--- config.mk ---
export PLATFORM = sky130hd
export DESIGN_NAME = propagation_controller
export DESIGN_NICKNAME = d
export VERILOG_FILES = /design/src/rtl/propagation_controller.sv
export SDC_FILE = /design/constraint.sdc
export NUM_CORES = 1
export LEC_CHECK = 0
export BUFFER_PORTS_ARGS = -buffer_cell sky130_fd_sc_hd__buf_2
export CAP_MARGIN = 10
export CORE_AREA = 5 5 392 394
export DETAILED_ROUTE_END_ITERATION = 7
export DIE_AREA = 0 0 397 399
export SLEW_MARGIN = 25
export SYNTH_ARGS = -nofsm -noshare
export SYNTH_HDL_FRONTEND = slang
export SYNTH_SLANG_ARGS = --single-unit
--- constraint.sdc ---
create_clock -name clk -period 3.22 [get_ports clk]
set_clock_uncertainty 0.05 [all_clocks]
set_input_delay 0.322 -clock clk [delete_from_list [all_inputs] [get_ports clk]]
set_output_delay 0.322 -clock clk [all_outputs]
set_load 0.02 [all_outputs]
--- src/rtl/propagation_controller.sv ---
// -----------------------------------------------------------------------------
// propagation_controller
//
// Sequential driver for the combinational three-colour reasoning_core. A run
// request latches a snapshot of the problem (candidate masks, adjacency and
// per-node question-bit costs) into registers that drive the core. The
// controller then feeds the core's narrowed masks back into those registers
// once per cycle. It stops when the core reaches a fixpoint, produces an empty
// candidate set (conflict), or the round limit is hit. The per-round core
// metrics are summed into saturating 32-bit totals for the host.
//
// Parameters
//   NODES       vertex count; must match the attached core
//   MAX_ROUNDS  maximum committed rounds per run (>= 1)
//
// Ports
//   clk, rst                   clock, synchronous active-high reset
//   start                      run request, honoured only when idle
//   init_masks                 initial 3-bit candidate mask per node
//   init_adjacency             bit i*NODES+j set: node j constrains node i
//   init_question_bits         32-bit question cost per node
//   core_node_masks            working masks driven to the core
//   core_adjacency             latched adjacency driven to the core
//   core_node_question_bits    latched costs driven to the core
//   core_forced_masks          core's narrowed masks for the current round
//   core_force_valid           core's forced flags (informational only)
//   core_activity_count        core's per-round activity
//   core_question_bits         core's per-round question bits
//   core_information_gain_q16  core's per-round Q16 information gain
//   busy                       high while rounds are being evaluated
//   done                       one-cycle completion pulse
//   status                     0 none, 1 fixpoint, 2 conflict, 3 round limit
//   rounds                     committed rounds in the current/last run
//   question_total             saturating sum of core_question_bits
//   info_total_q16             saturating sum of core_information_gain_q16
//   activity_total             saturating sum of core_activity_count
// -----------------------------------------------------------------------------
module propagation_controller #(
  parameter int NODES      = 9,
  parameter int MAX_ROUNDS = 16
) (
  input  logic                               clk,
  input  logic                               rst,
  input  logic                               start,
  input  logic [3*NODES-1:0]                 init_masks,
  input  logic [NODES*NODES-1:0]             init_adjacency,
  input  logic [32*NODES-1:0]                init_question_bits,
  output logic [3*NODES-1:0]                 core_node_masks,
  output logic [NODES*NODES-1:0]             core_adjacency,
  output logic [32*NODES-1:0]                core_node_question_bits,
  input  logic [3*NODES-1:0]                 core_forced_masks,
  input  logic [NODES-1:0]                   core_force_valid,
  input  logic [$clog2(4*NODES+1)-1:0]       core_activity_count,
  input  logic [31:0]                        core_question_bits,
  input  logic [31:0]                        core_information_gain_q16,
  output logic                               busy,
  output logic                               done,
  output logic [1:0]                         status,
  output logic [$clog2(MAX_ROUNDS+1)-1:0]    rounds,
  output logic [31:0]                        question_total,
  output logic [31:0]                        info_total_q16,
  output logic [31:0]                        activity_total
);

  localparam int RW = $clog2(MAX_ROUNDS + 1);
  localparam int AW = $clog2(4 * NODES + 1);

  typedef enum logic [1:0] {
    S_IDLE,
    S_PROP,
    S_DONE
  } state_t;

  typedef enum logic [1:0] {
    ST_NONE        = 2'd0,
    ST_FIXPOINT    = 2'd1,
    ST_CONFLICT    = 2'd2,
    ST_ROUND_LIMIT = 2'd3
  } status_t;

  // Totals must not wrap: a wrapped total would silently under-report cost.
  function automatic logic [31:0] sat_add(input logic [31:0] a,
                                          input logic [31:0] b);
    logic [32:0] sum;
    sum = {1'b0, a} + {1'b0, b};
    return sum[32] ? 32'hFFFF_FFFF : sum[31:0];
  endfunction

  state_t                    r_state;
  status_t                   r_status;
  logic                      r_busy;
  logic                      r_done;
  logic [RW-1:0]             r_rounds;
  logic [3*NODES-1:0]        r_masks;
  logic [NODES*NODES-1:0]    r_adjacency;
  logic [32*NODES-1:0]       r_question_bits;
  logic [31:0]               r_question_total;
  logic [31:0]               r_info_total;
  logic [31:0]               r_activity_total;

  logic                      w_conflict;
  logic                      w_fixpoint;
  logic [RW-1:0]             w_rounds_next;
  logic [31:0]               w_activity_ext;

  // Forced flags are derivable from the masks themselves; the controller only
  // needs the masks, so this input is deliberately left unconsumed.
  logic                      w_unused_force_valid;
  assign w_unused_force_valid = ^core_force_valid;

  // A node whose candidate set has been emptied makes the problem unsatisfiable.
  always_comb begin
    w_conflict = 1'b0;
    for (int i = 0; i < NODES; i++) begin
      if (core_forced_masks[3*i +: 3] == 3'b000) w_conflict = 1'b1;
    end
  end

  // Fixpoint compares every node's mask, not just forced ones: a narrowing
  // without a force is still progress and must be committed.
  assign w_fixpoint     = (core_forced_masks == r_masks);
  assign w_rounds_next  = r_rounds + RW'(1);
  assign w_activity_ext = {{(32-AW){1'b0}}, core_activity_count};

  // NOTE: every register, including the wide core-driving ones, is cleared on
  // reset so an abandoned run never leaks stale state into the core.
  always_ff @(posedge clk) begin
    if (rst) begin
      r_state          <= S_IDLE;
      r_status         <= ST_NONE;
      r_busy           <= 1'b0;
      r_done           <= 1'b0;
      r_rounds         <= '0;
      r_masks          <= '0;
      r_adjacency      <= '0;
      r_question_bits  <= '0;
      r_question_total <= '0;
      r_info_total     <= '0;
      r_activity_total <= '0;
    end else begin
      // NOTE: non-blocking assignments so every register in this block sees
      // the pre-edge values, independent of statement order.
      case (r_state)
        S_IDLE: begin
          r_done <= 1'b0;
          if (start) begin
            r_masks          <= init_masks;
            r_adjacency      <= init_adjacency;
            r_question_bits  <= init_question_bits;
            r_rounds         <= '0;
            r_question_total <= '0;
            r_info_total     <= '0;
            r_activity_total <= '0;
            r_status         <= ST_NONE;
            r_busy           <= 1'b1;
            r_state          <= S_PROP;
          end
        end

        S_PROP: begin
          if (w_conflict) begin
            r_status <= ST_CONFLICT;
            r_busy   <= 1'b0;
            r_done   <= 1'b1;
            r_state  <= S_DONE;
          end else if (w_fixpoint) begin
            r_status <= ST_FIXPOINT;
            r_busy   <= 1'b0;
            r_done   <= 1'b1;
            r_state  <= S_DONE;
          end else begin
            r_masks          <= core_forced_masks;
            r_question_total <= sat_add(r_question_total, core_question_bits);
            r_info_total     <= sat_add(r_info_total, core_information_gain_q16);
            r_activity_total <= sat_add(r_activity_total, w_activity_ext);
            r_rounds         <= w_rounds_next;
            // The limit is checked on the round just committed, so the last
            // allowed round is still accumulated.
            if (w_rounds_next == RW'(MAX_ROUNDS)) begin
              r_status <= ST_ROUND_LIMIT;
              r_busy   <= 1'b0;
              r_done   <= 1'b1;
              r_state  <= S_DONE;
            end
          end
        end

        S_DONE: begin
          r_done  <= 1'b0;
          r_state <= S_IDLE;
        end

        default: begin
          r_busy  <= 1'b0;
          r_done  <= 1'b0;
          r_state <= S_IDLE;
        end
      endcase
    end
  end

  assign core_node_masks         = r_masks;
  assign core_adjacency          = r_adjacency;
  assign core_node_question_bits = r_question_bits;
  assign busy                    = r_busy;
  assign done                    = r_done;
  assign status                  = r_status;
  assign rounds                  = r_rounds;
  assign question_total          = r_question_total;
  assign info_total_q16          = r_info_total;
  assign activity_total          = r_activity_total;

endmodule
==> impl_metrics.toml <==
[route]
drt_first_iter_violations = 1904
avgViaCountPerCell = 4.174
postRouteAntennaNets = 0
routed_via_count = 25990
route.detailed.drc = 0
first_pass_iters = 7
routed_wl_um = 131400
wl_per_cell_um = 21.10

[clock_network]
cts_tree = "yes"
clockRootBuffer = "clkbuf_16"
cts_bufs_inserted = 68
cts_htree_levels = 3
worstSkewPairLatency_ps = 660
cts.sink_count = 503
cts-root-to-sink-buffers = 3
clk_pin_slew_ps = 60

[synth]
syn-instance-count = 2780
synthesized_cell_area_sq_um = 21810
share_of_flip_flops_with_an_asynchronous_set_or_reset_pct = 0
synth_seq_area_share_pct = 46.17
yosys_most_used_dff = "dfxtp_1"
syn_nets = 3359
yosys_warnings = 0
yosys.cell_types.count = 61
synth_enable_flop_cells = 0
count_of_state_elements_after_synthesis = 503
synth.avg_cell_area_sq_um = 7.846

[die]
fp.dieW_um = 397
initial_core_util_pct = 14.60
area_of_the_core_sq_um = 149400
fp.dieArea_sq_um = 158400
chipHeight_um = 399
io-pin-count = 1006
rows = 142

[global_routing]
grtUsageTotal_pct = 15.56
grt_first_pass_wirelength_um = 181700
first_global_vias = 25670
grt.overflow.total = 0
grt_start_max_net_pins = 156
antenna_found_initial = 61

[finish]
signed_area_change_from_the_synthesized_netlist_to_the_final_layout_pct = 64.54
multi_input_area_sq_um = 10970
fill_cells = 16390
finish.net_count = 4721
final_layout_size_suffix_gt1_share_pct = 28.37
sequential_cell_area_sq_um = 10070

[critical_path]
rr_endpoint = "info_total_q16[24]"
setup.worst_path.end_class = "register"
timing.critical_path.fanout_max = 5
timing.rr.start = "info_total_q16[0]"
critPathArrivalTime_ps = 3510
worstSetupStartpointType = "primary input"
critical_path_required_ps = 3690
timing.setup.critical_path_class = "in -> reg"
worst_r2r_setup_slack_ps = 190
reg2reg_depth = 11

[placed_design]
io_buffers = 996
detailed_place_hpwl_um = 102400
gp_congestion = 0.9214

[power_and_ir_drop]
ir_drop_v = 0.0004505
internal_power_w = 0.01275
share_of_power_burned_in_registers_pct = 37.1
switching_component_of_the_power_w = 0.005750
power.density_nw_per_um2 = 515.4
leakagePower_nw = 15.95
power_switching_share_pct = 31.09
clock_power_share_pct = 42.8
combinationalPowerShare_pct = 20.0

[timing]
final-setup-viol-count = 0
final_hold_viol_count = 0
max_slew.worst_pin.slew_ps = 928.4
setup_tns_ps = 0
hold-worst-slack_ps = 23.89
period_share_pct = 94.53
timing.max_slew.rel_slack_pct = 38.11
grt_setup_unrepaired = "true"
layout_min_cycle_time_ps = 3044
max_freq_ghz = 0.3285
slew_viol_final = 0

[run_status]
result_of_the_run = "finished clean"

[flow_run]
timing.max_cap.violations = 0

[hold_path]
hold_path_class = "in -> reg"
hold-path-endpoint = "core_node_question_bits[205]"
hold_path_depth = 3
hold_path_startpoint = "init_question_bits[205]"
## per-stage QoR
step           setup slack, ps  util (%)  cells  cell area (sq um)  power [W]
2_1_floorplan            74.27         -   2780              21820   0.008708
3_3_place_gp            -200.7     19.58   5659              29250    0.01018
3_5_place_dp            -163.6     19.58   5659              29250    0.01021
4_1_cts                 -4.497     23.97   6205              35810    0.01876
5_1_grt                 -20.11     24.01   6219              35870    0.01931
6_report                 176.1     24.02   6226              35890    0.01850
## metal layers
layer	vias to the layer above	wire [um]	track usage, %
li1	12310	-	-
met1	12340	53100	18.59
met2	1071	60820	25.55
met3	263	12910	6.133
met4	8	4425	5.071
met5	-	92	0
## area by class of cell
class,instances,area share [%]
diodes,19,0.1325
clock buffers,91,5.261
clock inverters,28,1.119
inverters,26,0.2719
multi-input cells,2063,30.57
flip-flops and latches,503,28.06
well taps,2016,7.028
repair buffers,1480,27.56
## cells in the mapped netlist (all sizes together) (6+ instances only)
library cell    n  area (sq um)
a2111oi         6         52.55
a211oi         14         105.1
a21o           24         180.2
a21oi         457          2287
a221oi         67         586.8
a311oi         32         280.3
a31oi          15         93.84
and2            8         50.05
and3           16         100.1
buf            12         60.06
clkbuf        176         660.6
dfxtp         503         10070
ha             71         888.4
inv            26         97.59
nand2         932          3498
nand2b         10         62.56
nand3          22         110.1
nand4          12         75.07
nor2           80         300.3
nor3           36         180.2
nor4           11         83.83
o211ai         14         105.1
o21ai          48         240.2
o21bai         18         135.1
or3             9         56.30
or4            10         86.33
xnor2          32         280.3
xor2           53         464.2
## worst max-delay path by stage
stage	slack, ps	startpoint	endpoint	cells past startpoint
after floorplan	70	info_total_q16[0]	info_total_q16[11]	11
after detailed placement	-160	core_information_gain_q16[0]	info_total_q16[26]	12
final	180	core_information_gain_q16[0]	info_total_q16[24]	13
after global routing	-20	info_total_q16[0]	info_total_q16[24]	11
after CTS	-4	info_total_q16[0]	info_total_q16[25]	11
after global placement	-200	core_information_gain_q16[0]	info_total_q16[19]	12
## logic make-up (layout without fill, tap and decap cells)
| logic type | after synthesis | after routing | synth area share (%) |
|---|---|---|---|
| compound gates | 737 | 737 | 20.40 |
| flops | 503 | 503 | 46.17 |
| fa+ha+maj | 74 | 74 | 4.348 |
| simple gates | 1163 | 1163 | 21.72 |
| mux | 4 | 4 | 0.1950 |
| xor+xnor | 85 | 85 | 3.413 |
| buf+inv | 214 | 1625 | 3.751 |
| other cells | 0 | 19 | 0 |
## cells in the final DEF, fill, tap and decap left out, types with 9 or more instances in the layout
master,Yosys,routed
buf_2,9,996
or3_1,9,9
nand4_1,12,12
nor2_1,80,78
a221oi_1,67,67
nand2b_1,10,10
inv_1,26,26
a21oi_1,457,457
ha_1,71,71
a311oi_1,32,32
a21o_1,24,24
nand3_1,22,21
xnor2_1,32,32
xor2_1,53,53
nand2_1,932,930
clkbuf_1,176,13
and3_1,16,15
a211oi_1,14,12
o21ai_0,48,48
buf_4,1,41
a31oi_1,15,14
nor4_1,10,10
dlygate4sd3_1,0,426
clkbuf_16,0,68
dfxtp_1,503,503
diode_2,0,19
buf_12,0,16
nor3_1,36,36
o211ai_1,14,14
clkbuf_8,0,10
o21bai_1,18,18
## critical path, stage by stage
cell and delay, ps:
dlygate4sd3_1 520, buf_2 120, ha_1 230, fa_2 370
a211oi_2 220, o211ai_1 130, and3_1 190, or4_4 540
a31oi_2 170, o21ai_0 150, nor2_2 220, buf_2 220
a221oi_1 90
## state kept, by name (all words and copies together), names as in the netlist
signal and count:
core_node_question_bits 288, core_adjacency 81, activity_total 32, info_total_q16 32
question_total 32, core_node_masks 27, rounds 5, r_state 2
status 2, busy 1, done 1
## power by group through the flow
stage	logic [W]	registers [W]	clock network [W]
after detailed placement	0.00322	0.00698	0
after CTS	0.00373	0.00686	0.00818
after global routing	0.00401	0.00690	0.00840
after floorplan	0.00128	0.00743	0
final	0.00371	0.00687	0.00792
after global placement	0.00321	0.00697	0
## what timing repair did
action | 4_1_cts | 5_1_grt
hold buffers | 426 | 0
setup endpoints to repair | 10 | 33
setup buffers | 0 | 2
gates resized for setup | 2 | 3
gates cloned | 1 | 0
pin swaps | 1 | 4
endpoints found under the hold margin | 400 | 0
Note: power is estimated with default switching activity, not from simulation.
